<file path="src/rtl/tnn_pkg.sv">
// tnn_pkg: shared weight codes, FSM states and accumulator sizing for the TNN neuron
package tnn_pkg;

    // 2'b10 is also a zero weight; it simply has no named code.
    typedef enum logic [1:0] {
        W_ZERO = 2'b00,
        W_POS  = 2'b01,
        W_NEG  = 2'b11
    } wcode_t;

    typedef enum logic [1:0] {
        ACC,
        CMP,
        DONE
    } state_t;

    // Smallest width that holds every feature at full scale plus the threshold.
    function automatic int acc_width(input int in_w, input int n, input int thresh);
        return $clog2(n * (2 ** in_w - 1) + thresh + 1);
    endfunction

endpackage

</file>
<file path="src/rtl/tnn_lane_sum.sv">
// tnn_lane_sum: splits one beat of features into its +1 and -1 partial sums
//   data     in   LANES*IN_W  features of this beat, lane j at [j*IN_W +: IN_W]
//   w        in   2*LANES     weight codes of this beat, lane j at [2j+1:2j]
//   beat_pos out  ACC_W       sum of lanes weighted +1
//   beat_neg out  ACC_W       sum of lanes weighted -1
module tnn_lane_sum
    import tnn_pkg::*;
#(
    parameter int IN_W  = 2,
    parameter int LANES = 2,
    parameter int ACC_W = 5
) (
    input  logic [LANES*IN_W-1:0] data,
    input  logic [2*LANES-1:0]    w,
    output logic [ACC_W-1:0]      beat_pos,
    output logic [ACC_W-1:0]      beat_neg
);

    always_comb begin
        beat_pos = '0;
        beat_neg = '0;
        for (int j = 0; j < LANES; j++) begin
            beat_pos += (w[2*j +: 2] == W_POS) ? ACC_W'(data[j*IN_W +: IN_W]) : '0;
            beat_neg += (w[2*j +: 2] == W_NEG) ? ACC_W'(data[j*IN_W +: IN_W]) : '0;
        end
    end

endmodule

</file>
<file path="src/rtl/tnn_stream_neuron.sv">
// tnn_stream_neuron: streaming ternary-weight neuron, cls = (pos > neg + THRESH)
//   clk, rst   clock, asynchronous active-high reset
//   w_i        2*NUM_FEAT weight codes, feature k at [2k+1:2k], static while busy
//   in_valid / in_ready / in_data / in_last   feature beat stream, LANES features per beat
//   out_valid / out_ready                     result handshake, result held until taken
//   cls_o      class bit
//   err_o      sticky beat-count mismatch flag, cleared only by rst
//   margin_o   signed pos - (neg + THRESH), present only with TNN_MARGIN_OUT_EN defined
module tnn_stream_neuron
    import tnn_pkg::*;
#(
    parameter int IN_W     = 2,
    parameter int NUM_FEAT = 8,
    parameter int LANES    = 2,
    parameter int THRESH   = 0,
    parameter int ACC_W    = acc_width(IN_W, NUM_FEAT, THRESH)
) (
    input  logic                  clk,
    input  logic                  rst,
    input  logic [2*NUM_FEAT-1:0] w_i,
    input  logic                  in_valid,
    output logic                  in_ready,
    input  logic [LANES*IN_W-1:0] in_data,
    input  logic                  in_last,
    output logic                  out_valid,
    input  logic                  out_ready,
    output logic                  cls_o,
`ifdef TNN_MARGIN_OUT_EN
    output logic                  err_o,
    output logic signed [ACC_W:0] margin_o
`else
    output logic                  err_o
`endif
);

    localparam int            BEATS     = NUM_FEAT / LANES;
    localparam int            CW        = BEATS > 1 ? $clog2(BEATS) : 1;
    localparam logic [CW-1:0] LAST_BEAT = CW'(BEATS - 1);
    localparam logic [ACC_W:0] TH       = (ACC_W + 1)'(THRESH);

    state_t             state, state_nxt;
    logic [CW-1:0]      cnt;
    logic [ACC_W-1:0]   pos, neg, beat_pos, beat_neg;
    logic [2*LANES-1:0] w_beat;
    logic [ACC_W:0]     neg_th;
    logic               acc_fire, out_fire;

    // Weights follow the beat counter, so a wrapped counter reuses weights from feature 0.
    assign w_beat   = w_i[int'(cnt) * 2 * LANES +: 2 * LANES];
    assign acc_fire = in_valid & in_ready;
    assign out_fire = out_valid & out_ready;
    assign neg_th   = {1'b0, neg} + TH;

    tnn_lane_sum #(.IN_W(IN_W), .LANES(LANES), .ACC_W(ACC_W)) u_lane_sum (
        .data     (in_data),
        .w        (w_beat),
        .beat_pos (beat_pos),
        .beat_neg (beat_neg)
    );

    always_ff @(posedge clk or posedge rst) begin
        if (rst) state <= ACC;
        else     state <= state_nxt;
    end

    // in_ready is gated by rst so nothing is accepted while reset is asserted.
    always_comb begin
        state_nxt = state == ACC  ? ((in_valid & in_last) ? CMP : ACC) :
                    state == CMP  ? DONE :
                    out_ready     ? ACC : DONE;
        in_ready  = (state == ACC) & ~rst;
        out_valid = state == DONE;
    end

    always_ff @(posedge clk or posedge rst) begin
        if (rst) begin
            pos   <= '0;
            neg   <= '0;
            cnt   <= '0;
            cls_o <= 1'b0;
            err_o <= 1'b0;
        end else begin
            if (acc_fire) begin
                pos   <= pos + beat_pos;
                neg   <= neg + beat_neg;
                cnt   <= cnt == LAST_BEAT ? '0 : cnt + 1'b1;
                err_o <= err_o | (in_last != (cnt == LAST_BEAT));
            end
            if (state == CMP) cls_o <= {1'b0, pos} > neg_th;
            if (out_fire) begin
                pos <= '0;
                neg <= '0;
                cnt <= '0;
            end
        end
    end

`ifdef TNN_MARGIN_OUT_EN
    // Both operands are below 2**ACC_W, so the difference fits ACC_W+1 signed bits.
    always_ff @(posedge clk or posedge rst) begin
        if (rst)               margin_o <= '0;
        else if (state == CMP) margin_o <= $signed({1'b0, pos}) - $signed(neg_th);
    end
`endif

endmodule

</file>
<file path="config.mk">
export PLATFORM = sky130hd
export DESIGN_NAME = tnn_stream_neuron
export DESIGN_NICKNAME = d
export VERILOG_FILES = /design/src/rtl/tnn_pkg.sv /design/src/rtl/tnn_lane_sum.sv /design/src/rtl/tnn_stream_neuron.sv
export SDC_FILE = /design/constraint.sdc
export NUM_CORES = 1
export LEC_CHECK = 0
export CAP_MARGIN = 20
export CORE_MARGIN = 1.5
export CORE_UTILIZATION = 40
export CTS_CLUSTER_SIZE = 30
export DETAILED_ROUTE_END_ITERATION = 6
export PLACE_DENSITY = 0.66
export SLEW_MARGIN = 20
export SYNTH_ARGS = -nofsm -noshare
export SYNTH_HDL_FRONTEND = slang
export SYNTH_SLANG_ARGS = --single-unit
</file>
<file path="constraint.sdc">
create_clock -name clk -period 7.8 [get_ports clk]
set_clock_uncertainty 0.1 [all_clocks]
set_input_delay 1.17 -clock clk [delete_from_list [all_inputs] [get_ports clk]]
set_output_delay 1.17 -clock clk [all_outputs]
set_load 0.01 [all_outputs]
</file>
Yosys cells after proc, flatten, opt, wreduce, memory -nomap -nowiden
Index checks and enable logic that the tools add are counted.
- register bits after elaboration: 16
- input port bits: 25
- output and inout bits: 4
- word-level logic and storage cells: 44
- add/subtract/negate cells: 5
- order comparisons: 1
- equal/unequal tests: 8
- shift-type cells: 1
- muxes and demuxes: 15
- bitwise gates (word level): 6
- reduce and logical (&&, ||, !) cells: 2
- operators by type and width (cell ; count):
    5-bit adder ; 4
    2-bit 2-to-1 mux ; 10
    5-bit 2-to-1 mux ; 4
    16-bit by 5-bit indexed part select with 4-bit output ; 1
    2-bit equality test (second input constant) ; 4
    2-bit by 1-bit equality test with 1-bit output (second input constant) ; 3
    5-bit greater-than comparator ; 1
    1-bit AND ; 4
    2-bit by 1-bit adder with 2-bit output (second input constant) ; 1
    2-bit zero test ; 1
    2-bit nonzero test ; 1
    1-bit 2-to-1 mux ; 1
    1-bit != test ; 1
    1-bit inverter ; 1
    1-bit OR ; 1

Longest topological paths before layout
- word-level depth: 7
- mapped depth: 12
- mapped depth without buffers: 11

Modules after synthesis
Synthesis repeated with hierarchy kept, for this count alone.
- cell total of the unflattened synthesis: 135
- area, all modules: 1382.6 µm²
- by module, submodules not included (module ; instances ; cells each ; area each (µm²) ; sequential area each (µm²)):
    tnn_stream_neuron ; 1 ; 118 ; 1221.2 ; 400.4
    tnn_lane_sum ; 1 ; 17 ; 161.4 ; 0.0

Least setup slack after synthesis
Ideal clock, no wire load.
- kind: input-to-reg
- start point: in w_i[14]
- end point: reg pos[3]
- setup time: 0.120 ns
- arrival: 3.242 ns
- required time: 7.580 ns
- setup slack: 4.338 ns
- cell stages on the path: 10
- buffers on the path: 0
- path through: mux4_2 nor2b_1 and2_1 fa_1 ha_1 inv_1 fa_1 nor2_1 xnor2_1 nor2_1
- cells in the longest elaborated chain, start to end: 7
- ends and longest elaborated chain (item ; line ; RTL):
    start: declaration ; tnn_stream_neuron.sv:20 ; input logic [2*NUM_FEAT-1:0] w_i,
    16-bit by 5-bit indexed part select with 4-bit output ; tnn_stream_neuron.sv:49 ; assign w_beat = w_i[int'(cnt) * 2 * LANES +: 2 * LANES];
    2-bit by 1-bit equality test with 1-bit output ; tnn_lane_sum.sv:23 ; beat_pos += (w[2*j +: 2] == W_POS) ? ACC_W'(data[j*IN_W +: IN_W]) : '0;
    2-bit 2-to-1 mux ; tnn_lane_sum.sv:23 ;
    5-bit adder ; tnn_lane_sum.sv:23 ;
    5-bit adder ; tnn_stream_neuron.sv:84 ; pos <= pos + beat_pos;
    5-bit 2-to-1 mux ; tnn_stream_neuron.sv:83 ; if (acc_fire) begin
    5-bit 2-to-1 mux ; tnn_stream_neuron.sv:90 ; if (out_fire) begin
    end signal: assignment ; tnn_stream_neuron.sv:84 ;
    end: declaration ; tnn_stream_neuron.sv:43 ; logic [ACC_W-1:0] pos, neg, beat_pos, beat_neg;
Every way passes these cells. The select of a mux whose other input is x is not followed.
A chain may end at the register's enable or synchronous reset.

Worst setup path in the final report
- start point: in w_i[2]
- end point: reg pos[3]
Same word-level chain as after synthesis.

==> flow_metrics.env <==
export IMPL_clk_latency_ns=0.29
export IMPL_power_density_mw_per_mm2=233
export IMPL_status="complete, no violations"
export IMPL_critPathMaxStageDelay_ns=0.48
export IMPL_drt_wl_total_mm=2.39
export IMPL_grt_use_total_pct=16.5
export IMPL_endpoint_kind="flop"
export IMPL_drv_cap=0
export IMPL_cts_root_buf="clkbuf_4"
export IMPL_synth_distinct_cells=28
export IMPL_synth_seq_cells=16
export IMPL_arrival_ns=3.75
export IMPL_start_util_pct=42.2
export IMPL_num_rows=19
export IMPL_crit_type="in2reg"
export IMPL_fmax_mhz=273
export IMPL_yosys_area_top_type="dfrtp_1"
export IMPL_antenna_found_initial=0
export IMPL_rsz0062_at_grt="no"
export IMPL_post_dp_hpwl_mm=1.94
export IMPL_avgRoutedWirePerCell_um=13.8
export IMPL_viasPerCell=5.25
export IMPL_grt_remaining_overflow=0
export IMPL_slowest_stage="mux4_2"
export IMPL_dieArea_mm2=0.00325
export IMPL_startpoint_type="input pin"
export IMPL_hold_start="err_o"
export IMPL_syn_to_final_growth_pct=29.2
export IMPL_cts_resized=0
export IMPL_crit_fanout=3
export IMPL_cts_made_buffers=3
export IMPL_hold_buffers=0
export IMPL_syn_inst=112
export IMPL_finalMaxSlewViolations=0
export IMPL_ant_nets=0
export IMPL_synth_nets=153
export IMPL_gp_congestion=0.783
export IMPL_finalSetupTns_ns=0
export IMPL_grt_pass1_wl_mm=4.18
export IMPL_io_buffer_count=28
export IMPL_post_cts_repair_setup_buffers=0
export IMPL_grt_pass1_vias=970
export IMPL_htreeDepth=1
export IMPL_r2r_start="cnt[0]"
export IMPL_die_y_um=57.0
export IMPL_vdd_drop_max_uv=124
export IMPL_hp_class="reg2reg"
export IMPL_cp_startpoint="w_i[2]"
export IMPL_post_route_min_period_ns=3.66
export IMPL_fillers=252
export IMPL_netlist_area_mm2=0.00116
export IMPL_synth_seq_area_share_pct=34.4
export IMPL_cts_sinks=16
export IMPL_crit_required_ns=7.89
export IMPL_cts_tree="yes"
export IMPL_fp_dieW_um=57.0
export IMPL_fin_area_mm2=0.00151
export IMPL_layout_worst_path_cycle_share_pct=46.9
export IMPL_synthTopCellsByArea="dfrtp_1, ha_1, fa_1"
export IMPL_setup_viol=0
export IMPL_nets=184
export IMPL_clk_pin_slew_ns=0.10
export IMPL_synth_avg_cell_area_um2=10.4
export IMPL_synth_top_area_share_pct=34.4
export IMPL_drive_above_1_share_pct=7.75
export IMPL_yosysWarnings=0
export IMPL_hold_viol_final=0
export IMPL_ioPinCount=29
export IMPL_final_cells=173
export IMPL_cp_cell_sequence="clkdlybuf4s50_1, mux4_2, nor2b_1, and2_1, fa_1, ha_1, inv_1, fa_1, nor2_1, xnor2_1, nor2_1"
export IMPL_clockBufferDepth=2
export IMPL_relSlewSlack_pct=44.0
export IMPL_initialDrtViolationCount=9
export IMPL_grt_max_degree=17
export IMPL_p_leak_nw=0.657
export IMPL_dr_pass1_iters=4
export IMPL_coreArea_mm2=0.00276
export IMPL_drc=0
export IMPL_worst_pin_slew_ns=0.828
export IMPL_vias=909
export IMPL_antenna_cells=0
export IMPL_dp_cells=169
export IMPL_placed_area_mm2=0.00147
==> placed cells by master, fill, tap and decap left out, types with 4 or more instances in the layout <==
cell type / n
clkdlybuf4s50_1: 28
nand3_1: 4
mux4_2: 4
nand2_1: 10
inv_1: 15
o21ai_0: 6
xnor2_1: 4
nor2_1: 8
dfrtp_1: 16
fa_1: 6
a22o_1: 4
ha_1: 10
==> cell families (layout without fill, tap and decap cells) <==
group / count (synthesis) / after routing / synth area share (%)
AOI/OAI and AO/OA: 17 / 17 / 9.34
xor gates and xnor gates: 5 / 5 / 3.76
adders and majority gates: 16 / 16 / 21.1
buffers and inverters: 17 / 47 / 6.12
DFF: 16 / 16 / 34.4
muxes: 4 / 4 / 7.73
and+or+nand+nor: 37 / 37 / 17.6
==> metrics by stage <==
| step | worst slack, ns | util, % | power (mW) | hold slack, ns |
|---|---|---|---|---|
| detailed placement | 3.84 | 53.3 | 0.297 | 0.346 |
| global placement | 3.85 | 53.3 | 0.291 | 0.342 |
| finish | 4.14 | 54.6 | 0.350 | 0.366 |
| global route | 4.07 | 54.6 | 0.384 | 0.400 |
| floorplan | 4.34 | - | 0.246 | 0.350 |
| CTS | 4.14 | 54.6 | 0.355 | 0.374 |
==> sequential cells by signal, summed over array words and instances (netlist names) <==
name / flops
cnt: 2
state: 2
cls_o: 1
neg: 5
pos: 5
err_o: 1
==> worst paths after layout <==
| check | end | slack (ns) | cells after the start |
|---|---|---|---|
| max | pos[3] | 4.14 | 11 |
| min | err_o | 0.37 | 1 |
| max reg2reg | pos[3] | 4.80 | 10 |
| min reg2reg | err_o | 0.37 | 1 |
| max in group asynchronous | neg[4] | 5.95 | 2 |
| min in group asynchronous | pos[1] | 1.25 | 2 |
==> area by class of cell <==
type / instances / area [µm²] / area share (%)
timing repair buffer: 28 / 280 / 18.6
tap: 31 / 38.8 / 2.58
clock buffer: 4 / 36.3 / 2.41
sequential: 16 / 400 / 26.6
inverter: 15 / 56.3 / 3.74
multi-input combinational: 79 / 693 / 46.1
==> synthesized netlist by cell type <==
| cell | count |
|---|---|
| a21o_1 | 2 |
| a21oi_1 | 3 |
| a22o_1 | 4 |
| a31oi_1 | 1 |
| and2_1 | 2 |
| and3_1 | 3 |
| buf_6 | 1 |
| clkbuf_1 | 1 |
| dfrtp_1 | 16 |
| fa_1 | 6 |
| ha_1 | 10 |
| inv_1 | 15 |
| mux4_2 | 4 |
| nand2_1 | 10 |
| nand3_1 | 4 |
| nand3b_1 | 1 |
| nor2_1 | 8 |
| nor2b_1 | 2 |
| nor3_1 | 2 |
| nor3_4 | 1 |
| nor3b_2 | 1 |
| nor4b_1 | 1 |
| o21ai_0 | 6 |
| o31ai_1 | 1 |
| or3b_2 | 1 |
| or4b_1 | 1 |
| xnor2_1 | 4 |
| xor2_1 | 1 |
==> metal layers <==
metal | global-route usage [%] | wire length, µm | share of wire (%) | vias to the layer above
li1 | - | - | - | 443
met1 | 20.7 | 1060 | 45 | 452
met2 | 28.7 | 1250 | 52 | 12
met3 | 4.76 | 69 | 2.9 | 2
met4 | 2.99 | 10 | 0.42 | 0
met5 | 0 | 0 | 0 | -
==> critical path, delay by kind of cell <==
family / cells / cell delay (ns)
mux: 1 / 0.48
buf+inv: 2 / 0.46
simple gates: 4 / 0.51
xor+xnor: 1 / 0.13
fa+ha+maj: 3 / 0.99
==> where the power goes <==
group	total (mW)	switching, mW	internal, mW	leakage, nW
logic	0.164	0.0752	0.0892	0.427
clock network	0.0563	0.0279	0.0284	0.0210
registers	0.129	0.0261	0.103	0.209
Power figures use the tool's default switching activity.
